[src/rtl/led_scan_pkg.sv]
// Shared types and counter-width helpers for the LED row-scan sequencer.
package led_scan_pkg;

  typedef enum logic [2:0] {
    IDLE,
    FETCH,
    SHIFT_LO,
    SHIFT_HI,
    WAIT_DISP,
    BLANK,
    LATCH
  } state_t;

  // Bit counter holds 0..num_bits-1; keep at least one bit for degenerate sizes.
  function automatic int unsigned bit_cnt_w(input int unsigned num_bits);
    return (num_bits > 1) ? $clog2(num_bits) : 1;
  endfunction

  // Display counter must be able to hold 0..cycles.
  function automatic int unsigned disp_cnt_w(input int unsigned cycles);
    return (cycles > 1) ? $clog2(cycles + 1) : 1;
  endfunction

endpackage

[src/rtl/led_disp_timer.sv]
// Minimum on-time timer: counts displayed cycles after a latch, flags done.
module led_disp_timer
  import led_scan_pkg::*;
#(
  parameter int unsigned DISPLAY_CYCLES = 256
) (
  input  logic clk,
  input  logic n_rst,
  input  logic restart,
  input  logic count_en,
  input  logic force_done,
  output logic done
);

  localparam int unsigned   CntW    = disp_cnt_w(DISPLAY_CYCLES);
  localparam logic [CntW-1:0] CntLast = CntW'(DISPLAY_CYCLES - 1);

  logic [CntW-1:0] cnt_q, cnt_d;
  logic            done_q, done_d;

  always_comb begin
    cnt_d  = cnt_q;
    done_d = done_q;
    if (restart) begin
      cnt_d  = '0;
      done_d = 1'b0;
    end else if (force_done) begin
      done_d = 1'b1;
    end else if (count_en && !done_q) begin
      cnt_d = cnt_q + CntW'(1);
      if (cnt_q == CntLast) done_d = 1'b1;
    end
  end

  // Nothing is on screen out of reset, so the first row may latch at once.
  always_ff @(posedge clk or negedge n_rst) begin
    if (!n_rst) begin
      cnt_q  <= '0;
      done_q <= 1'b1;
    end else begin
      cnt_q  <= cnt_d;
      done_q <= done_d;
    end
  end

  assign done = done_q;

endmodule

[src/rtl/led_row_scan_ctrl.sv]
// Row-scan sequencer: fetch a row, shift it out on sclk, blank, latch, advance.
module led_row_scan_ctrl
  import led_scan_pkg::*;
#(
  parameter int unsigned NUM_BITS       = 64,
  parameter int unsigned NUM_ROWS       = 16,
  parameter int unsigned ROW_W          = 4,
  parameter int unsigned DISPLAY_CYCLES = 256
) (
  input  logic             clk,
  input  logic             n_rst,
  input  logic             enable,
  output logic             fetch_req,
  output logic [ROW_W-1:0] fetch_row,
  input  logic             fetch_ack,
  output logic             load_enable,
  output logic             shift_enable,
  output logic             sclk,
  output logic             latch,
  output logic             oe_n,
  output logic [ROW_W-1:0] row_addr,
  output logic             frame_done
);

  localparam int unsigned        BitCntW = bit_cnt_w(NUM_BITS);
  localparam logic [BitCntW-1:0] BitLast = BitCntW'(NUM_BITS - 1);
  localparam logic [ROW_W-1:0]   RowLast = ROW_W'(NUM_ROWS - 1);

  state_t             state_q, state_d;
  logic [BitCntW-1:0] bit_cnt_q, bit_cnt_d;
  logic [ROW_W-1:0]   fetch_row_q, fetch_row_d;
  logic [ROW_W-1:0]   row_addr_q, row_addr_d;
  logic               shown_q, shown_d;
  logic               fetch_req_q, fetch_req_d;
  logic               shift_en_q, shift_en_d;
  logic               sclk_q, sclk_d;
  logic               latch_q, latch_d;
  logic               oe_n_q, oe_n_d;
  logic               frame_done_q, frame_done_d;
  logic               disp_done;
  logic               tmr_restart, tmr_count_en, tmr_force;

  assign load_enable = fetch_req_q & fetch_ack;

  // Next state plus the registered Moore outputs of that next state.
  always_comb begin
    state_d      = state_q;
    bit_cnt_d    = bit_cnt_q;
    fetch_row_d  = fetch_row_q;
    row_addr_d   = row_addr_q;
    shown_d      = shown_q;
    frame_done_d = 1'b0;

    unique case (state_q)
      IDLE: if (enable) state_d = FETCH;
      FETCH: begin
        if (load_enable) begin
          bit_cnt_d = '0;
          state_d   = SHIFT_LO;
        end
      end
      SHIFT_LO: state_d = SHIFT_HI;
      SHIFT_HI: begin
        bit_cnt_d = bit_cnt_q + BitCntW'(1);
        if (bit_cnt_q == BitLast) state_d = disp_done ? BLANK : WAIT_DISP;
        else                      state_d = SHIFT_LO;
      end
      WAIT_DISP: if (disp_done) state_d = BLANK;
      BLANK: state_d = LATCH;
      LATCH: begin
        row_addr_d   = fetch_row_q;
        fetch_row_d  = (fetch_row_q == RowLast) ? '0 : fetch_row_q + ROW_W'(1);
        shown_d      = 1'b1;
        frame_done_d = (fetch_row_q == '0);
        state_d      = enable ? FETCH : IDLE;
      end
      default: state_d = IDLE;
    endcase

    // A row counts as on screen only once latched since the last IDLE.
    if (state_d == IDLE) shown_d = 1'b0;

    fetch_req_d = (state_d == FETCH);
    shift_en_d  = (state_d == SHIFT_HI);
    sclk_d      = (state_d == SHIFT_HI);
    latch_d     = (state_d == LATCH);
    oe_n_d      = (state_d inside {IDLE, BLANK, LATCH}) ? 1'b1 : ~shown_d;
  end

  always_ff @(posedge clk or negedge n_rst) begin
    if (!n_rst) begin
      state_q      <= IDLE;
      bit_cnt_q    <= '0;
      fetch_row_q  <= '0;
      row_addr_q   <= '0;
      shown_q      <= 1'b0;
      fetch_req_q  <= 1'b0;
      shift_en_q   <= 1'b0;
      sclk_q       <= 1'b0;
      latch_q      <= 1'b0;
      oe_n_q       <= 1'b1;
      frame_done_q <= 1'b0;
    end else begin
      state_q      <= state_d;
      bit_cnt_q    <= bit_cnt_d;
      fetch_row_q  <= fetch_row_d;
      row_addr_q   <= row_addr_d;
      shown_q      <= shown_d;
      fetch_req_q  <= fetch_req_d;
      shift_en_q   <= shift_en_d;
      sclk_q       <= sclk_d;
      latch_q      <= latch_d;
      oe_n_q       <= oe_n_d;
      frame_done_q <= frame_done_d;
    end
  end

  assign tmr_restart  = (state_q == LATCH);
  assign tmr_count_en = ~oe_n_q;
  assign tmr_force    = (state_q == IDLE);

  led_disp_timer #(
    .DISPLAY_CYCLES(DISPLAY_CYCLES)
  ) u_disp_timer (
    .clk       (clk),
    .n_rst     (n_rst),
    .restart   (tmr_restart),
    .count_en  (tmr_count_en),
    .force_done(tmr_force),
    .done      (disp_done)
  );

  assign fetch_req    = fetch_req_q;
  assign fetch_row    = fetch_row_q;
  assign shift_enable = shift_en_q;
  assign sclk         = sclk_q;
  assign latch        = latch_q;
  assign oe_n         = oe_n_q;
  assign row_addr     = row_addr_q;
  assign frame_done   = frame_done_q;

endmodule
[config.mk]
export PLATFORM = sky130hd
export DESIGN_NAME = led_row_scan_ctrl
export DESIGN_NICKNAME = d
export VERILOG_FILES = /design/src/rtl/led_scan_pkg.sv /design/src/rtl/led_disp_timer.sv /design/src/rtl/led_row_scan_ctrl.sv
export SDC_FILE = /design/constraint.sdc
export NUM_CORES = 1
export LEC_CHECK = 0
export ABC_CLOCK_PERIOD_IN_PS = 4950
export CAP_MARGIN = 10
export CORE_UTILIZATION = 23
export DETAILED_ROUTE_END_ITERATION = 10
export GPL_TIMING_DRIVEN = 0
export HOLD_SLACK_MARGIN = 0.15
export PLACE_DENSITY = 0.41
export SYNTH_ARGS = -nofsm -noshare
export SYNTH_HDL_FRONTEND = slang
export SYNTH_SLANG_ARGS = --single-unit
[constraint.sdc]
create_clock -name clk -period 4.95 [get_ports clk]
set_input_delay 0.99 -clock clk [delete_from_list [all_inputs] [get_ports clk]]
set_output_delay 0.99 -clock clk [all_outputs]
set_load 0.02 [all_outputs]
==> impl_metrics.ini, run 1 <==
[drt]
ant_nets = 0
dr_total_vias = 1264
drt_iter0_drc = 48
vias_per_cell = 4.31
drc = 0
firstDrtPassIters = 4
drt-wirelength-per-cell_um = 12.0
wirelength_um = 3510

[clock_tree]
clock_path_buffers = 2
clkLatencyLatePin_ns = 0.28
cts_hold_buf = 0
clock-sinks = 33
htreeDepth = 2
cts.clk_slew.worst_paths_ns = 0.07
cts_setup_buffers = 0
cts_tree = yes
cts_buffers = 5
cts_resized = 0
cts_root_buf = clkbuf_8

[synth]
synth_adder_area_share = 0.0376
synth_warnings = 0
syn_avg_cell_area_um2 = 9.73
netlist_area_um2 = 1660
postSynth.asyncResetShare = 1.00
synth_nets = 180
yosys.area_share.simple = 0.186
ys_seq_area_frac = 0.498
dominantRegCellSynth = dfrtp_1
ys_ff_latch = 33
synth-compound-area-share = 0.192
synth_top_family_by_area = compound AO/OA/AOI/OAI gates
synth_top_area_frac = 0.466
synth-xor-area-share = 0.0368
synth.most_common_cell = dfrtp_1
synthDistinctLibCells = 44
yosys-top-cells-area = dfrtp_1, nand2_1, a21oi_1, ha_1, xnor2_1
synth_common_cells = dfrtp_1, nand2_1, a21oi_1
syn_inst = 171
synth_mux_area_frac = 0.0120
yosys.area.top_type = dfrtp_1
synth_edf_count = 0

[worst_setup_path]
worst-path-buf-inv = 3
cp_num_cells = 4
cpMaxStageDelayCell = clkdlybuf4s50_1
ff2ff_path_depth = 6
crit_fanout = 6
timing.rr.start = bit_cnt_q[0]$_DFFE_PN0P_
critPathCaptureType = primary output
path_cells = clkdlybuf4s50_1 -> and2_1 -> clkbuf_1 -> clkdlybuf4s50_1
setup.worst_path.start = fetch_ack
max_stage_delay_ns = 0.66
critical_path_required_ns = 3.96
arrival_ns = 2.43
worst_path_most_repeated_cell = clkdlybuf4s50_1
path_delay_family = buffers and inverters
crit_type = input pin to primary output
critPathLaunchType = input pin

[pwr]
p_per_area_nw_per_um2 = 262
switching_share = 0.198
seq_power_share = 0.496
power_uw = 543
ir_drop_mv = 0.0925
p_sw_uw = 108
combinationalPowerShare = 0.013
p_clk_frac = 0.490
intPower_uw = 435
cellLeakagePower_nw = 0.871

[grt]
grt_start_max_net_pins = 34
grt_pass1_vias = 1183
antenna_found_initial = 0
grtUsageTotal = 0.101
grt_pass1_wl_um = 5830
gr-total-overflow = 0

[timing]
finalSetupViolCount = 0
setup_ws_ns = 1.53
setup_tns_ns = 0
max_freq_ghz = 0.292
fin_crit_ns = 3.42
finalHoldViolCount = 0
drv_slew = 0
worstMarginPinSlew_ns = 0.789
fin_crit_sh = 0.691
hold_slack_ns = 0.483
fin_skew_ns = 0.00409
relSlewSlack = 0.474
rsz0062_at_grt = false

[run_status]
status = finished, final reports clean

[final_layout]
instances_no_fill = 293
fin_nets = 205
drive_gt1_frac = 0.127
synthToLayoutAreaGrowth_pct = 24.7
final_area_um2 = 2080
n_antenna_cell = 0
final_core_util = 0.301
fillers = 762

[die]
initial_utilization = 0.241
die_width_um = 87.1
die_area_um2 = 7580
row_count = 30
die_y_um = 87.1
core_um2 = 6910
ios = 19

[place]
place.gp.congestion = 0.750
hpwl_um = 2390
place_ws_ns = 1.54
io_buffers = 18
placed_area_um2 = 1960
placed_cells = 285

[min_path]
min_from = row_addr[0]$_DFFE_PN0N_
hold_path_class = flop to flop
hold_path_depth = 2

[job]
maxCapViolCount = 0
worst paths after layout:
path / to / slack [ns]
max: load_enable / 1.53
min: row_addr[0]$_DFFE_PN0N_ / 0.48
max reg2reg: oe_n$_DFF_PN1_ / 3.21
min reg2reg: row_addr[0]$_DFFE_PN0N_ / 0.48
max in group asynchronous: state_q[1]$_DFF_PN0_ / 3.66
min in group asynchronous: bit_cnt_q[5]$_DFFE_PN0P_ / 0.79
registers in the layout, summed over array words and instances, names as in the netlist:
register	count
u_disp_timer.cnt_q	9
oe_n	1
fetch_req	1
frame_done	1
fetch_row	4
row_addr	4
u_disp_timer.done	1
state_q	3
shown_q	1
bit_cnt_q	6
sclk	1
latch	1
tightest hold or removal path, delay by kind of cell, from the launching register on:
family | cells | cell delay, ns
AO/OA/AOI/OAI | 1 | 0.06
flip-flops | 1 | 0.35
AND/OR/NAND/NOR | 1 | 0.04
cell type report:
class | instances | area, µm² | area share
buffer | 7 | 36.3 | 0.0175
timing repair buffer | 18 | 175 | 0.0844
clock buffer | 7 | 86.3 | 0.0416
sequential | 33 | 828 | 0.399
tap | 96 | 120 | 0.0579
clock inverter | 1 | 30.0 | 0.0145
inverter | 7 | 26.3 | 0.0127
multi-input combinational | 124 | 773 | 0.373
power by group through the flow:
stage	sequential [mW]	combinational, mW	clock, mW
after floorplan	0.275	0.0000158	0
after global placement	0.275	0.00850	0
after detailed placement	0.275	0.00797	0
after CTS	0.269	0.00801	0.273
after global routing	0.269	0.00864	0.284
final	0.270	0.00728	0.266
cell families after synthesis:
| family | count (synthesis) |
|---|---|
| xor+xnor | 7 |
| buf+inv | 14 |
| simple gates | 64 |
| mux | 2 |
| compound gates | 46 |
| flops | 33 |
| fa+ha+maj | 5 |
layer usage:
metal  vias up  GRT usage  wire length, µm
met1       595      0.144             1850
met3         4     0.0284              111
met2        16      0.145             1510
met5         -          0                0
li1        649          -                -
met4         0     0.0364               35
cell usage in the layout, fill, tap and decap left out, types with 5 or more instances in the layout:
| master | n |
|---|---|
| nand3_1 | 8 |
| clkdlybuf4s50_1 | 17 |
| xnor2_1 | 7 |
| o21ai_0 | 9 |
| buf_2 | 6 |
| nor2_1 | 12 |
| inv_1 | 7 |
| a21oi_1 | 13 |
| nand2_1 | 24 |
| dfrtp_1 | 31 |
| clkbuf_8 | 6 |
| ha_1 | 5 |
Power figures use the tool's default switching activity.
==> inputs of run 2 (changes only) <==
ABC_CLOCK_PERIOD_IN_PS = 3100   (was 4950)
PLACE_DENSITY = 0.43   (was 0.41)
clock period = 3.1 ns   (was 4.95 ns; I/O delays follow)
==> run 2 against run 1 <==
Combinational power rose by 58%; final area did not move; setup slack worse by 1.1 ns; count of clock-buffer cells in the layout stayed put; sequential power increased by 59%; hold slack lost 0.077 ns; critical endpoint unchanged; highest routed layer unchanged.
==> impl_metrics.ini, run 2 (same netlist as run 1, synthesis figures left out) <==
[run_status]
status = finished, final reports clean

[die]
initial_utilization = 0.241
die_area_um2 = 7580
ios = 19
die_width_um = 87.1
core_um2 = 6910
row_count = 30
die_y_um = 87.1

[worst_setup_path]
crit_path_end = load_enable
r2r_slack_ns = 1.36
arrival_ns = 2.04
critPathCaptureType = primary output
timing.rr.start = bit_cnt_q[0]$_DFFE_PN0P_
setup.worst_path.start = fetch_ack
crit_type = input pin to primary output
rr_endpoint = oe_n$_DFF_PN1_
ff2ff_path_depth = 6
critPathLaunchType = input pin
critical_path_required_ns = 2.48
crit_fanout = 6

[timing]
worstMarginPinSlew_ns = 0.771
setup_tns_ns = 0
max_freq_ghz = 0.376
finalHoldViolCount = 0
rsz0062_at_grt = false
fin_crit_ns = 2.66
finalSetupViolCount = 0
hold_slack_ns = 0.406
relSlewSlack = 0.486
drv_slew = 0
fin_crit_sh = 0.859
setup_ws_ns = 0.437
fin_skew_ns = 0.00722

[final_layout]
regMostFlops = u_disp_timer.cnt_q
n_antenna_cell = 0
reg.largest.list = u_disp_timer.cnt_q x9, bit_cnt_q x6
instances_no_fill = 293
synthToLayoutAreaGrowth_pct = 24.7
final_area_um2 = 2080
final_common_cell = dfrtp_1
final_cell_mix = dfrtp_1, nand2_1, clkdlybuf4s50_1, a21oi_1, nor2_1
largest_register_ffs = 9
fin_nets = 205
final_core_util = 0.301
drive_gt1_frac = 0.127

[clock_tree]
htreeDepth = 2
cts_resized = 0
clkLatencyLatePin_ns = 0.29
clock_path_buffers = 2
cts_hold_buf = 0
clock-sinks = 33
cts.clk_slew.worst_paths_ns = 0.07
cts_buffers = 5
cts_setup_buffers = 0
cts_tree = yes
cts_root_buf = clkbuf_8

[grt]
antenna_found_initial = 0
grt_pass1_wl_um = 6120
gr-total-overflow = 0
grtUsageTotal = 0.108
grt_start_max_net_pins = 34
grt_pass1_vias = 1216

[place]
hpwl_um = 2470
place.gp.congestion = 0.735
io_buffers = 18
place_ws_ns = 0.424
placed_area_um2 = 1960
placed_cells = 285

[drt]
drt-wirelength-per-cell_um = 12.3
dr_total_vias = 1300
drc = 0
wirelength_um = 3620
drt_iter0_drc = 42
firstDrtPassIters = 4
vias_per_cell = 4.44
ant_nets = 0

[pwr]
power_uw = 872
cellLeakagePower_nw = 0.871
p_per_area_nw_per_um2 = 420
ir_drop_mv = 0.141

[job]
maxCapViolCount = 0

[min_path]
hold_path_class = input pin to asynchronous set/reset pin
run 2: cell counts in the layout (fill, tap and decap cells not counted):
No cell type changed its count.
run 2: metal layers:
layer / wire, µm / global-route usage / share of wire
met1: 1880 / 0.152 / 0.52
met2: 1560 / 0.157 / 0.43
met3: 118 / 0.0284 / 0.033
met4: 51 / 0.0409 / 0.014
met5: 0 / 0 / 0
run 2: worst min path at each step:
stage | end | slack, ns | depth (start not counted)
finish | row_addr[1]$_DFFE_PN0N_ | 0.41 | 1
CTS | u_disp_timer.cnt_q[4]$_DFFE_PN0P_ | 0.46 | 1
global route | row_addr[3]$_DFFE_PN0N_ | 0.48 | 1
global placement | row_addr[3]$_DFFE_PN0N_ | 0.46 | 2
detailed placement | row_addr[3]$_DFFE_PN0N_ | 0.47 | 2
floorplan | bit_cnt_q[0]$_DFFE_PN0P_ | 0.32 | 0
run 2: power breakdown:
part	internal, mW	switching [mW]	leakage, nW	total, mW
Combinational	0.00265	0.00883	0.363	0.0115
Clock	0.262	0.167	0.0585	0.430
Sequential	0.430	0	0.449	0.430
run 2: final cells by class:
class,count,area [µm²]
well taps,96,120
fillers,766,4830
inverters,7,26.3
flip-flops and latches,33,828
multi-input cells,124,773
plain buffers,7,36.3
repair buffers,18,175
clock buffers,7,86.3
clock inverters,1,30.0
run 2: worst max-delay path: stages:
cell             delay (ns)
clkdlybuf4s50_1        0.44
and2_1                 0.11
clkbuf_1               0.22
clkdlybuf4s50_1        0.65
==> inputs of run 3 (changes only) <==
GPL_ROUTABILITY_DRIVEN = 0   (was not set)
==> results of run 3 <==
Same layout as run 2: the final DEF is identical, and so are final timing and power.
